**config.mk**
```make
export PLATFORM = sky130hd
export DESIGN_NAME = mem_arbiter
export DESIGN_NICKNAME = d
export VERILOG_FILES = /design/src/rtl/mem_arbiter.sv
export SDC_FILE = /design/constraint.sdc
export NUM_CORES = 1
export LEC_CHECK = 0
export ABC_AREA = 1
export CAP_MARGIN = 20
export CORE_ASPECT_RATIO = 2
export CORE_MARGIN = 4
export CORE_UTILIZATION = 37
export CTS_BUF_LIST = sky130_fd_sc_hd__clkbuf_16
export DETAILED_ROUTE_END_ITERATION = 8
export GPL_ROUTABILITY_DRIVEN = 0
export PLACE_DENSITY_LB_ADDON = 0.25
export SLEW_MARGIN = 5
export SYNTH_ARGS = -nofsm -noshare
export SYNTH_HDL_FRONTEND = slang
export SYNTH_SLANG_ARGS = --single-unit
```
**constraint.sdc**
```tcl
create_clock -name clk -period 1.2 [get_ports clk]
set_input_delay 0.24 -clock clk [delete_from_list [all_inputs] [get_ports clk]]
set_output_delay 0.24 -clock clk [all_outputs]
set_load 0.01 [all_outputs]
```
**src/rtl/mem_arbiter.sv**
```systemverilog
// mem_arbiter: two-port round-robin arbiter and sequencer for the single-port,
// parity-protected memory my_mem. Commands from port 0 (DMA/test engine) and
// port 1 (CPU bus) are serialised onto the memory strobes. Read data is routed
// back to the issuing port. The stored parity of every read word is checked.
//
// Ports:
//   clk, rst_n              clock, async active-low reset
//   reqN/weN/addrN/wdataN   command from port N (held until gntN)
//   gntN                    one-cycle pulse, command accepted (ACCESS cycle)
//   rvalidN                 one-cycle pulse, rdata belongs to port N
//   rdata, parity_err       shared read payload and its parity status
//   err_count               saturating parity error count
//   mem_write/mem_read/mem_addr/mem_data_in   memory command pins
//   mem_data_out            memory word {parity, data}, valid the cycle after a read
module mem_arbiter #(
   parameter int ADDR_WIDTH = 16,
   parameter int DATA_WIDTH = 8
) (
   input  logic                  clk,
   input  logic                  rst_n,
   input  logic                  req0,
   input  logic                  req1,
   input  logic                  we0,
   input  logic                  we1,
   input  logic [ADDR_WIDTH-1:0] addr0,
   input  logic [ADDR_WIDTH-1:0] addr1,
   input  logic [DATA_WIDTH-1:0] wdata0,
   input  logic [DATA_WIDTH-1:0] wdata1,
   output logic                  gnt0,
   output logic                  gnt1,
   output logic                  rvalid0,
   output logic                  rvalid1,
   output logic [DATA_WIDTH-1:0] rdata,
   output logic                  parity_err,
   output logic [7:0]            err_count,
   output logic                  mem_write,
   output logic                  mem_read,
   output logic [ADDR_WIDTH-1:0] mem_addr,
   output logic [DATA_WIDTH-1:0] mem_data_in,
   input  logic [DATA_WIDTH:0]   mem_data_out
);

   typedef enum logic [1:0] {IDLE, ACCESS, RESP} state_t;

   state_t                state, state_nx;
   logic                  last_gnt, last_gnt_nx;
   logic                  owner, owner_nx;     // port whose read is in flight
   logic                  gnt0_nx, gnt1_nx, rvalid0_nx, rvalid1_nx;
   logic [DATA_WIDTH-1:0] rdata_nx;
   logic                  parity_err_nx;
   logic [7:0]            err_count_nx;
   logic                  mem_write_nx, mem_read_nx;
   logic [ADDR_WIDTH-1:0] mem_addr_nx;
   logic [DATA_WIDTH-1:0] mem_data_in_nx;
   logic                  win, win_we, bad;

   always_ff @(posedge clk or negedge rst_n) begin
      if (!rst_n) begin
         state       <= IDLE;
         last_gnt    <= 1'b1;
         owner       <= 1'b0;
         gnt0        <= 1'b0;
         gnt1        <= 1'b0;
         rvalid0     <= 1'b0;
         rvalid1     <= 1'b0;
         rdata       <= '0;
         parity_err  <= 1'b0;
         err_count   <= '0;
         mem_write   <= 1'b0;
         mem_read    <= 1'b0;
         mem_addr    <= '0;
         mem_data_in <= '0;
      end else begin
         state       <= state_nx;
         last_gnt    <= last_gnt_nx;
         owner       <= owner_nx;
         gnt0        <= gnt0_nx;
         gnt1        <= gnt1_nx;
         rvalid0     <= rvalid0_nx;
         rvalid1     <= rvalid1_nx;
         rdata       <= rdata_nx;
         parity_err  <= parity_err_nx;
         err_count   <= err_count_nx;
         mem_write   <= mem_write_nx;
         mem_read    <= mem_read_nx;
         mem_addr    <= mem_addr_nx;
         mem_data_in <= mem_data_in_nx;
      end
   end

   always_comb begin
      state_nx        = state;
      last_gnt_nx     = last_gnt;
      owner_nx        = owner;
      gnt0_nx         = 1'b0;
      gnt1_nx         = 1'b0;
      rvalid0_nx      = 1'b0;
      rvalid1_nx      = 1'b0;
      rdata_nx        = rdata;
      parity_err_nx   = 1'b0;
      err_count_nx    = err_count;
      mem_write_nx    = 1'b0;
      mem_read_nx     = 1'b0;
      mem_addr_nx     = mem_addr;
      mem_data_in_nx  = mem_data_in;
      // Under contention the port that was not granted last wins.
      win    = (req0 && req1) ? ~last_gnt : req1;
      win_we = win ? we1 : we0;
      // Good words carry an odd number of ones across all bits.
      bad    = ~(^mem_data_out);

      case (state)
         IDLE: begin
            if (req0 || req1) begin
               owner_nx       = win;
               last_gnt_nx    = win;
               gnt0_nx        = ~win;
               gnt1_nx        = win;
               mem_write_nx   = win_we;
               mem_read_nx    = ~win_we;
               mem_addr_nx    = win ? addr1 : addr0;
               mem_data_in_nx = win ? wdata1 : wdata0;
               state_nx       = ACCESS;
            end
         end
         // Strobes live only here; the registered defaults drop them next cycle.
         ACCESS: state_nx = mem_read ? RESP : IDLE;
         RESP: begin
            rdata_nx      = mem_data_out[DATA_WIDTH-1:0];
            rvalid0_nx    = ~owner;
            rvalid1_nx    = owner;
            parity_err_nx = bad;
            if (bad && err_count != 8'hFF) err_count_nx = err_count + 8'd1;
            state_nx      = IDLE;
         end
         default: state_nx = IDLE;
      endcase
   end

endmodule

```
==> impl_metrics.yaml, run 1 <==
run_status:
  run_status: "complete, but fails checks"
  failed_checks: "negative setup slack"
setup_path:
  setup.worst_path.end_class: "register"
  worstSetupStartpointType: "register"
  crit_arrival_ps: 1630
  cp_max_fo: 8
  path_class: "register to register"
  worst-endpoint-required_ps: 1430
finish:
  fin_cells: 528
  diodes: 0
  flow.area_growth_from_synthesis_pct: 84.48
  layout-drive-gt1-share_pct: 26.47
  final_cell_mix: "sky130_fd_sc_hd__nand2_1, sky130_fd_sc_hd__clkdlybuf4s50_1, sky130_fd_sc_hd__dfrtp_1"
  final_stage_net_count: 505
  mostFrequentLayoutCell: "sky130_fd_sc_hd__nand2_1"
clock_network:
  tritoncts: "yes"
  clk_latency_worst_skew_pair_ps: 290
  htreeDepth: 2
  path_clk_slew_ps: 60
  cts_inserted_buffers: 5
  clock_sinks: 51
  cts-root-to-sink-buffers: 2
  cts_root_buf: "sky130_fd_sc_hd__clkbuf_16"
timing:
  total_setup_violations_reported_at_the_end_of_the_flow: 33
  finalMaxSlewViolations: 0
  worst-slew-pin-transition_ps: 299.8
  layout_worst_path_cycle_share_pct: 116.9
  fin_ws_ps: -202.9
  clock-skew-final_ps: 3.173
  timing.fmax_mhz: 712.8
  post-route-min-period_ps: 1403
  hold_viol_final: 0
  max_slew_margin_pct: 80.01
  rsz0062_at_grt: "true"
yosys:
  synth_largest_area_cell: "sky130_fd_sc_hd__dfrtp_1"
  syn_avg_cell_area_um2: 8.036
  register_bit_total_from_synthesis: 51
  syn-num-nets: 360
  yosysWarningCount: 0
  post_synth_inst_count: 296
  top_area_cell_type_share_of_the_netlist_area_pct: 52.60
  synthTopCellsByArea: "sky130_fd_sc_hd__dfrtp_1, sky130_fd_sc_hd__nand2_1, sky130_fd_sc_hd__o21ai_0, sky130_fd_sc_hd__nor2_1, sky130_fd_sc_hd__nand3_1"
  synthDistinctLibCells: 18
  syn_area_mm2: 0.002379
  synth_sequential_area_ratio_pct: 53.71
placement:
  place.detailed.instances: 507
  detailedPlacementHpwl_mm: 5.084
  place.port_buffers: 109
routing:
  detail_route.iter0.violations: 101
  vias: 2490
  viasPerCell: 4.716
  finalWirelength_mm: 7.248
  detail_route.wl_per_cell_um: 13.73
  ant_nets: 0
  detail_route.first_pass.iterations: 4
  post-route-drc-count: 0
global_routing:
  grt_pass1_vias: 2512
  number_of_antenna_violations_at_the_first_check_in_global_routing: 0
  overflow: 0
  maximum_number_of_pins_on_one_net_before_global_route_repair: 24
  grt_pass1_wl_mm: 11.43
  grtUsageTotal_pct: 18.72
power:
  vdd.ir_drop.worst_mv: 1.184
  static_leakage_uw: 0.002127
  report.power.total_uw: 8030
  pwr_density_cell_mw_per_mm2: 1830
die:
  placeableCoreArea_mm2: 0.006259
  std_cell_rows: 41
  die_area_mm2: 0.007853
  die_span_x_um: 64.70
  initial_standard_cell_utilization_of_the_core_pct: 38.00
  floorplan.die.height_um: 121.4
  pin_count: 110
min_path:
  timing.hold.worst.class: "input port to async pin"
flow_run:
  max-cap-violations: 0
==> power breakdown <==
part	internal [uW]	total, uW	switching (uW)	leakage [uW]
Combinational	1900	3680	1770	0.00141
Clock	973	1580	610	0.0000812
Sequential	2400	2770	370	0.000640
Total	5280	8030	2750	0.00213
==> Yosys cell counts <==
cell	instances
sky130_fd_sc_hd__nand2_1	113
sky130_fd_sc_hd__dfrtp_1	50
sky130_fd_sc_hd__o21ai_0	39
sky130_fd_sc_hd__nor2_1	27
sky130_fd_sc_hd__inv_1	20
sky130_fd_sc_hd__nand3_1	20
sky130_fd_sc_hd__buf_2	6
sky130_fd_sc_hd__xor2_1	6
sky130_fd_sc_hd__clkbuf_1	3
sky130_fd_sc_hd__nand2_2	3
sky130_fd_sc_hd__inv_2	2
sky130_fd_sc_hd__dfstp_2	1
sky130_fd_sc_hd__ha_1	1
sky130_fd_sc_hd__nand3_4	1
sky130_fd_sc_hd__nand4_2	1
sky130_fd_sc_hd__nor2_2	1
sky130_fd_sc_hd__nor2_8	1
sky130_fd_sc_hd__nor3_4	1
==> worst paths after layout <==
| check | start | endpoint | slack [ps] | cells past startpoint |
|---|---|---|---|---|
| max in group asynchronous | rst_n | mem_addr[10]$_DFFE_PN0P_ | 420 | 3 |
| min in group clk | mem_data_out[0] | rdata[0]$_DFFE_PN0P_ | 400 | 3 |
| worst max register to register | err_count[0]$_DFFE_PN0P_ | err_count[5]$_DFFE_PN0P_ | -200 | 7 |
| worst min register to register | owner$_DFFE_PN0P_ | rvalid0$_DFF_PN0_ | 430 | 1 |
| worst min-delay path | rst_n | rdata[0]$_DFFE_PN0P_ | 370 | 2 |
| worst max-delay path | err_count[0]$_DFFE_PN0P_ | err_count[5]$_DFFE_PN0P_ | -200 | 7 |
==> critical path, cell delays in order, from the launching register on <==
cell and delay, ps:
sky130_fd_sc_hd__dfrtp_1 360, sky130_fd_sc_hd__ha_2 190, sky130_fd_sc_hd__nand2_2 80, sky130_fd_sc_hd__nor3_4 230
sky130_fd_sc_hd__nand3_4 160, sky130_fd_sc_hd__nand4_4 170, sky130_fd_sc_hd__nand2_1 80, sky130_fd_sc_hd__nand2_1 70
==> through the flow <==
step           hold WS [ps]  util [%]  cell area (um2)  TNS [ps]  setup WS [ps]
6_report              366.5     70.11             4388     -2735         -202.9
3_3_place_gp          142.7     60.54             3789    -14070         -531.2
3_5_place_dp          145.4     60.54             3789    -14870         -566.3
5_1_grt               386.2     70.11             4388     -5448         -273.2
4_1_cts               371.0     66.51             4163     -2495         -219.4
2_1_floorplan        -55.59         -             2409     -1105         -137.2
==> final cells by class <==
cell class / instances / area, um2
Clock inverter: 3 / 38.79
Tap cell: 86 / 107.6
Timing Repair Buffer: 144 / 1485
Inverter: 22 / 90.09
Fill cell: 519 / 1871
Multi-Input combinational cell: 217 / 1264
Clock buffer: 5 / 125.1
Sequential cell: 51 / 1277
==> kinds of logic (layout without fill, tap and decap cells) <==
| logic type | after synthesis | after routing | synth area share [%] |
|---|---|---|---|
| AO/OA/AOI/OAI | 39 | 39 | 8.206 |
| AND/OR/NAND/NOR | 168 | 171 | 30.14 |
| flip-flops | 51 | 51 | 53.71 |
| XOR/XNOR | 6 | 6 | 2.209 |
| buffers and inverters | 31 | 174 | 5.208 |
| adder cells (fa/ha/maj) | 1 | 1 | 0.5260 |
==> metal layers <==
metal / GRT usage [%] / routed length (um) / part of all wire, %
met5: 0 / 0 / 0
met4: 6.490 / 153 / 2.1
met2: 36.85 / 4213 / 58
met3: 3.429 / 363 / 5.0
met1: 18.90 / 2517 / 35
==> what timing repair did <==
action	in CTS	in global routing
gates cloned	5	1
hold endpoints to repair	7	0
gates resized for setup	142	68
hold buffers	1	0
setup endpoints to repair	81	64
setup buffers	3	3
pin swaps	22	22
==> sequential cells by signal, summed over array words and instances (netlist names) <==
register,flops
state,2
mem_write,1
rvalid0,1
rdata,8
owner,1
mem_data_in,8
gnt0,1
gnt1,1
err_count,8
parity_err,1
mem_read,1
mem_addr,16
last_gnt,1
rvalid1,1
Note: power is estimated with default switching activity, not from simulation.
==> run 2, diff against run 1 <==
CORE_ASPECT_RATIO = not set   (was 2)
==> impl_metrics.yaml, run 2 (synthesis gave the netlist of run 1 again) <==
run_status:
  failed_checks: "negative setup slack"
  run_status: "complete, but fails checks"
clock_network:
  cts_root_buf: "sky130_fd_sc_hd__clkbuf_16"
  htreeDepth: 2
  cts-root-to-sink-buffers: 2
  clock_sinks: 51
  path_clk_slew_ps: 70
  tritoncts: "yes"
  clk_latency_worst_skew_pair_ps: 280
  cts_inserted_buffers: 5
global_routing:
  grt_pass1_vias: 2586
  maximum_number_of_pins_on_one_net_before_global_route_repair: 23
  grt_pass1_wl_mm: 11.89
  grtUsageTotal_pct: 19.47
  number_of_antenna_violations_at_the_first_check_in_global_routing: 0
  overflow: 0
finish:
  fin_cells: 530
  final_cell_mix: "sky130_fd_sc_hd__nand2_1, sky130_fd_sc_hd__clkdlybuf4s50_1, sky130_fd_sc_hd__dfrtp_1"
  postLayoutCellArea_mm2: 0.004388
  final_stage_net_count: 518
  flow.area_growth_from_synthesis_pct: 84.48
  diodes: 0
  largest_register: "mem_addr"
  layout.filler_cells: 475
  final_util_pct: 72.40
  mostFrequentLayoutCell: "sky130_fd_sc_hd__nand2_1"
  layout-drive-gt1-share_pct: 28.35
  largest_register_ff_count: 16
timing:
  clock-skew-final_ps: 4.881
  finalMaxSlewViolations: 0
  hold_viol_final: 0
  layout_worst_path_cycle_share_pct: 114.6
  rsz0062_at_grt: "true"
  fin_ws_ps: -174.9
  max_slew_margin_pct: 80.94
  total_setup_violations_reported_at_the_end_of_the_flow: 36
  post-route-min-period_ps: 1375
  timing.fmax_mhz: 727.3
  worst-slew-pin-transition_ps: 285.9
setup_path:
  worst-endpoint-required_ps: 1420
  timing.critical_path.slowest_cell_delay_ps: 540
  critical_path.cell_chain: "nand2_2 > nand2_2 > buf_6 > inv_8 > buf_6 > nor2_4 > nand2_1 > nand3_2"
  setup.worst_path.end_class: "register"
  critical_path.n_buffers_inverters: 3
  reg2reg_from: "last_gnt$_DFFE_PN1P_"
  crit_arrival_ps: 1600
  rrSetupSlack_ps: -170
  cp_max_fo: 6
  endpoint_of_the_worst_register_to_register_path: "mem_addr[15]$_DFFE_PN0P_"
  critical-path-slowest-cell: "sky130_fd_sc_hd__dfstp_2"
  reg2reg_depth: 8
  path_class: "register to register"
  worstSetupStartpointType: "register"
  timing.critical_path.max_delay_family: "flip-flops"
die:
  initial_standard_cell_utilization_of_the_core_pct: 39.24
  pin_count: 110
  placeableCoreArea_mm2: 0.006061
  die_span_x_um: 88.18
  std_cell_rows: 28
  floorplan.die.height_um: 88.18
  die_area_mm2: 0.007775
power:
  pwr_density_cell_mw_per_mm2: 1840
  vdd.ir_drop.worst_mv: 1.064
  report.power.total_uw: 8075
  static_leakage_uw: 0.002174
routing:
  finalWirelength_mm: 7.302
  ant_nets: 0
  detail_route.wl_per_cell_um: 13.78
  vias: 2536
  post-route-drc-count: 0
  viasPerCell: 4.785
  detail_route.first_pass.iterations: 4
  detail_route.iter0.violations: 100
min_path:
  timing.hold.worst.class: "input port to register"
  holdPathStages: 3
  hold_path_startpoint: "mem_data_out[7]"
  worstHoldEndpoint: "rdata[7]$_DFFE_PN0P_"
placement:
  placedInstanceArea_mm2: 0.003785
  detailedPlacementHpwl_mm: 5.037
  pre_cts_slack_ps: -614.1
  place.port_buffers: 109
  place.detailed.instances: 499
flow_run:
  max-cap-violations: 0
==> run 2: cell types whose count changed in the layout (fill, tap and decap cells not counted), sizes merged <==
| cell | previous run | this run |
|---|---|---|
| buf | 36 | 49 |
| dlygate4sd2 | 11 | 8 |
| clkdlybuf4s15 | 40 | 35 |
| clkbuf | 8 | 16 |
==> run 2: area by class of cell <==
class / instances / area [um2] / area share, %
clock buffers: 5 / 125.1 / 2.851
multi-input cells: 217 / 1215 / 27.69
flip-flops and latches: 51 / 1277 / 29.11
well taps: 75 / 93.84 / 2.139
clock inverters: 3 / 38.79 / 0.8839
repair buffers: 157 / 1540 / 35.10
inverters: 22 / 97.59 / 2.224
==> run 2: power breakdown <==
group / leakage [uW] / total (uW) / switching (uW) / internal (uW)
clock: 0.0000812 / 1570 / 599 / 973
sequential: 0.000640 / 2790 / 394 / 2400
combinational: 0.00145 / 3710 / 1800 / 1900
==> run 2: per-stage QoR <==
stage / hold slack (ps) / TNS, ps
after floorplan: -55.59 / -1105
after global placement: 135.5 / -18670
after detailed placement: 136.3 / -20240
after CTS: 374.7 / -3132
after global routing: 268.0 / -6119
final: 247.1 / -3348
==> run 2: worst register-to-register path: stages, from the launching register on <==
cell                      delay (ps)
sky130_fd_sc_hd__dfstp_2         540
sky130_fd_sc_hd__nand2_2          50
sky130_fd_sc_hd__nand2_2          70
sky130_fd_sc_hd__buf_6           130
sky130_fd_sc_hd__inv_8            50
sky130_fd_sc_hd__buf_6           120
sky130_fd_sc_hd__nor2_4          190
sky130_fd_sc_hd__nand2_1         100
sky130_fd_sc_hd__nand3_2          60
==> run 2: worst max-delay path by stage <==
stage,to,start,cells past startpoint,slack [ps]
CTS,err_count[6]$_DFFE_PN0P_,err_count[0]$_DFFE_PN0P_,7,-180
global placement,owner$_DFFE_PN0P_,req1,5,-560
floorplan,err_count[6]$_DFFE_PN0P_,err_count[0]$_DFFE_PN0P_,7,-140
detailed placement,mem_addr[7]$_DFFE_PN0P_,req1,5,-610
global route,mem_addr[12]$_DFFE_PN0P_,last_gnt$_DFFE_PN1P_,8,-260
finish,mem_addr[15]$_DFFE_PN0P_,last_gnt$_DFFE_PN1P_,8,-170
==> run 2: per-layer routing <==
layer / global-route usage [%] / vias to the layer above / routed length, um
met5: 0 / - / 0
met1: 22.36 / 1193 / 2798
met3: 5.927 / 4 / 559
met2: 35.28 / 86 / 3888
met4: 4.670 / 0 / 55
li1: - / 1253 / -
==> run 2: timing repair <==
item                                    4_1_cts  5_1_grt
gates resized for setup                     144       68
cloned                                        4        1
endpoints found under the setup margin       86       64
hold endpoints to repair                      8        0
pin swaps                                    33       29
hold buffers                                  1        0
buffers inserted                             14        5
==> run 3, diff against run 2 <==
RECOVER_POWER = 100   (was not set)
SETUP_SLACK_MARGIN = 0.2   (was not set)
==> impl_metrics.yaml, run 3 (synthesis gave the netlist of run 1 again) <==
run_status:
  run_status: "complete, but fails checks"
  failed_checks: "negative setup slack"
power:
  pwr_density_cell_mw_per_mm2: 1864
  report.power.total_uw: 8639
  static_leakage_uw: 0.002288
  vdd.ir_drop.worst_mv: 1.180
routing:
  ant_nets: 0
  detail_route.first_pass.iterations: 4
  viasPerCell: 4.941
  vias: 2747
  post-route-drc-count: 0
  finalWirelength_mm: 8.759
  detail_route.wl_per_cell_um: 15.75
  detail_route.iter0.violations: 94
timing:
  max_slew_margin_pct: 75.32
  timing.fmax_mhz: 725.7
  rsz0062_at_grt: "true"
  finalMaxSlewViolations: 0
  post-route-min-period_ps: 1378
  fin_ws_ps: -178.0
  total_setup_violations_reported_at_the_end_of_the_flow: 49
  hold_viol_final: 0
  layout_worst_path_cycle_share_pct: 114.8
  clock-skew-final_ps: 9.085
  worst-slew-pin-transition_ps: 370.2
clock_network:
  clk_latency_worst_skew_pair_ps: 290
  htreeDepth: 2
  cts_root_buf: "sky130_fd_sc_hd__clkbuf_16"
  cts_inserted_buffers: 5
  path_clk_slew_ps: 70
  tritoncts: "yes"
  clock_sinks: 51
  cts-root-to-sink-buffers: 2
setup_path:
  crit_arrival_ps: 1610
  path_class: "register to register"
  cp_max_fo: 9
  timing.critical_path.max_delay_family: "simple AND/OR/NAND/NOR gates"
  critical_path.cell_chain: "ha_2 > nand2_2 > nor3_4 > nand3_4 > nand4_4 > nand2_1 > nand2_1"
  critical_path.n_buffers_inverters: 0
  setup.worst_path.end_class: "register"
  worst-endpoint-required_ps: 1430
  timing.critical_path.slowest_cell_delay_ps: 380
  worstSetupStartpointType: "register"
  critical-path-slowest-cell: "sky130_fd_sc_hd__dfrtp_1"
  crit_path_frequent_cell: "sky130_fd_sc_hd__nand2_1"
global_routing:
  maximum_number_of_pins_on_one_net_before_global_route_repair: 24
  grtUsageTotal_pct: 21.97
  number_of_antenna_violations_at_the_first_check_in_global_routing: 0
  grt_pass1_vias: 2859
  grt_pass1_wl_mm: 13.19
  overflow: 0
flow_run:
  max-cap-violations: 0
finish:
  flow.area_growth_from_synthesis_pct: 94.90
  layout-drive-gt1-share_pct: 41.58
  diodes: 0
  final_stage_net_count: 544
  largest_register: "mem_addr"
  fin_cells: 556
  postLayoutCellArea_mm2: 0.004636
  final_cell_mix: "sky130_fd_sc_hd__nand2_1, sky130_fd_sc_hd__clkdlybuf4s50_1, sky130_fd_sc_hd__dfrtp_1"
  mostFrequentLayoutCell: "sky130_fd_sc_hd__nand2_1"
  largest_register_ff_count: 16
die:
  die_span_x_um: 88.18
  floorplan.die.height_um: 88.18
  placeableCoreArea_mm2: 0.006061
  std_cell_rows: 28
  die_area_mm2: 0.007775
  initial_standard_cell_utilization_of_the_core_pct: 39.24
  pin_count: 110
placement:
  detailedPlacementHpwl_mm: 4.985
  placedInstanceArea_mm2: 0.003757
  place.port_buffers: 109
  place.detailed.instances: 495
  pre_cts_slack_ps: -588.7
min_path:
  timing.hold.worst.class: "input port to register"
-- run 3: cell types whose count changed in the layout (fill, tap and decap cells not counted), sizes merged, moves of 2 or more --
cell | previous run | this run
buf | 49 | 80
clkbuf | 16 | 54
clkdlybuf4s15 | 35 | 0
clkinvlp | 0 | 2
dlygate4sd2 | 8 | 3
-- run 3: metal layers --
metal	track usage [%]	vias up	part of all wire (%)
li1	-	1306	-
met5	0	-	0
met2	41.54	108	56
met1	23.00	1319	36
met3	5.927	14	6.7
met4	8.104	0	1.8
-- run 3: repair_timing --
action	4_1_cts	5_1_grt
cloned	8	1
pin swaps	25	21
setup buffers	29	14
gates resized for setup	324	76
setup endpoints to repair	95	96
endpoints found under the hold margin	11	0
hold buffers	1	0
-- run 3: power breakdown --
group	leakage, uW	total, uW	internal, uW	switching [uW]
Combinational	0.00158	4370	2140	2230
Clock	0.0000658	1430	770	664
Sequential	0.000639	2830	2400	437
-- run 3: final timing paths --
check,to,depth (start not counted),startpoint,slack (ps)
worst min register to register,rvalid0$_DFF_PN0_,1,owner$_DFFE_PN0P_,480
max in group asynchronous,mem_addr[5]$_DFFE_PN0P_,3,rst_n,120
min in group asynchronous,rdata[1]$_DFFE_PN0P_,2,rst_n,390
worst min-delay path,rdata[5]$_DFFE_PN0P_,3,mem_data_out[5],220
worst max-delay path,err_count[1]$_DFFE_PN0P_,7,err_count[1]$_DFFE_PN0P_,-180
worst max register to register,err_count[1]$_DFFE_PN0P_,7,err_count[1]$_DFFE_PN0P_,-180
-- run 3: layout make-up --
| class | count | area (um2) |
|---|---|---|
| flip-flops and latches | 51 | 1279 |
| well taps | 75 | 93.84 |
| clock buffers | 5 | 125.1 |
| multi-input cells | 215 | 1426 |
| repair inverters | 1 | 16.27 |
| inverters | 22 | 117.6 |
| clock inverters | 3 | 20.02 |
| fillers | 453 | 1425 |
| repair buffers | 184 | 1558 |
-- run 3: through the flow --
step / utilization, % / setup TNS [ps] / hold WS, ps
final: 76.49 / -4672 / 219.8
after global routing: 76.49 / -7207 / 226.4
after CTS: 72.56 / -3134 / 211.7
after detailed placement: 61.99 / -16920 / 175.0
after global placement: 61.99 / -15130 / 171.2
after floorplan: - / -1074 / -55.59
-- run 3: worst register-to-register path: cells and delay by family (launching register included) --
family        cells  cell delay [ps]
simple gates      6              750
flops             1              380
fa+ha+maj         1              200
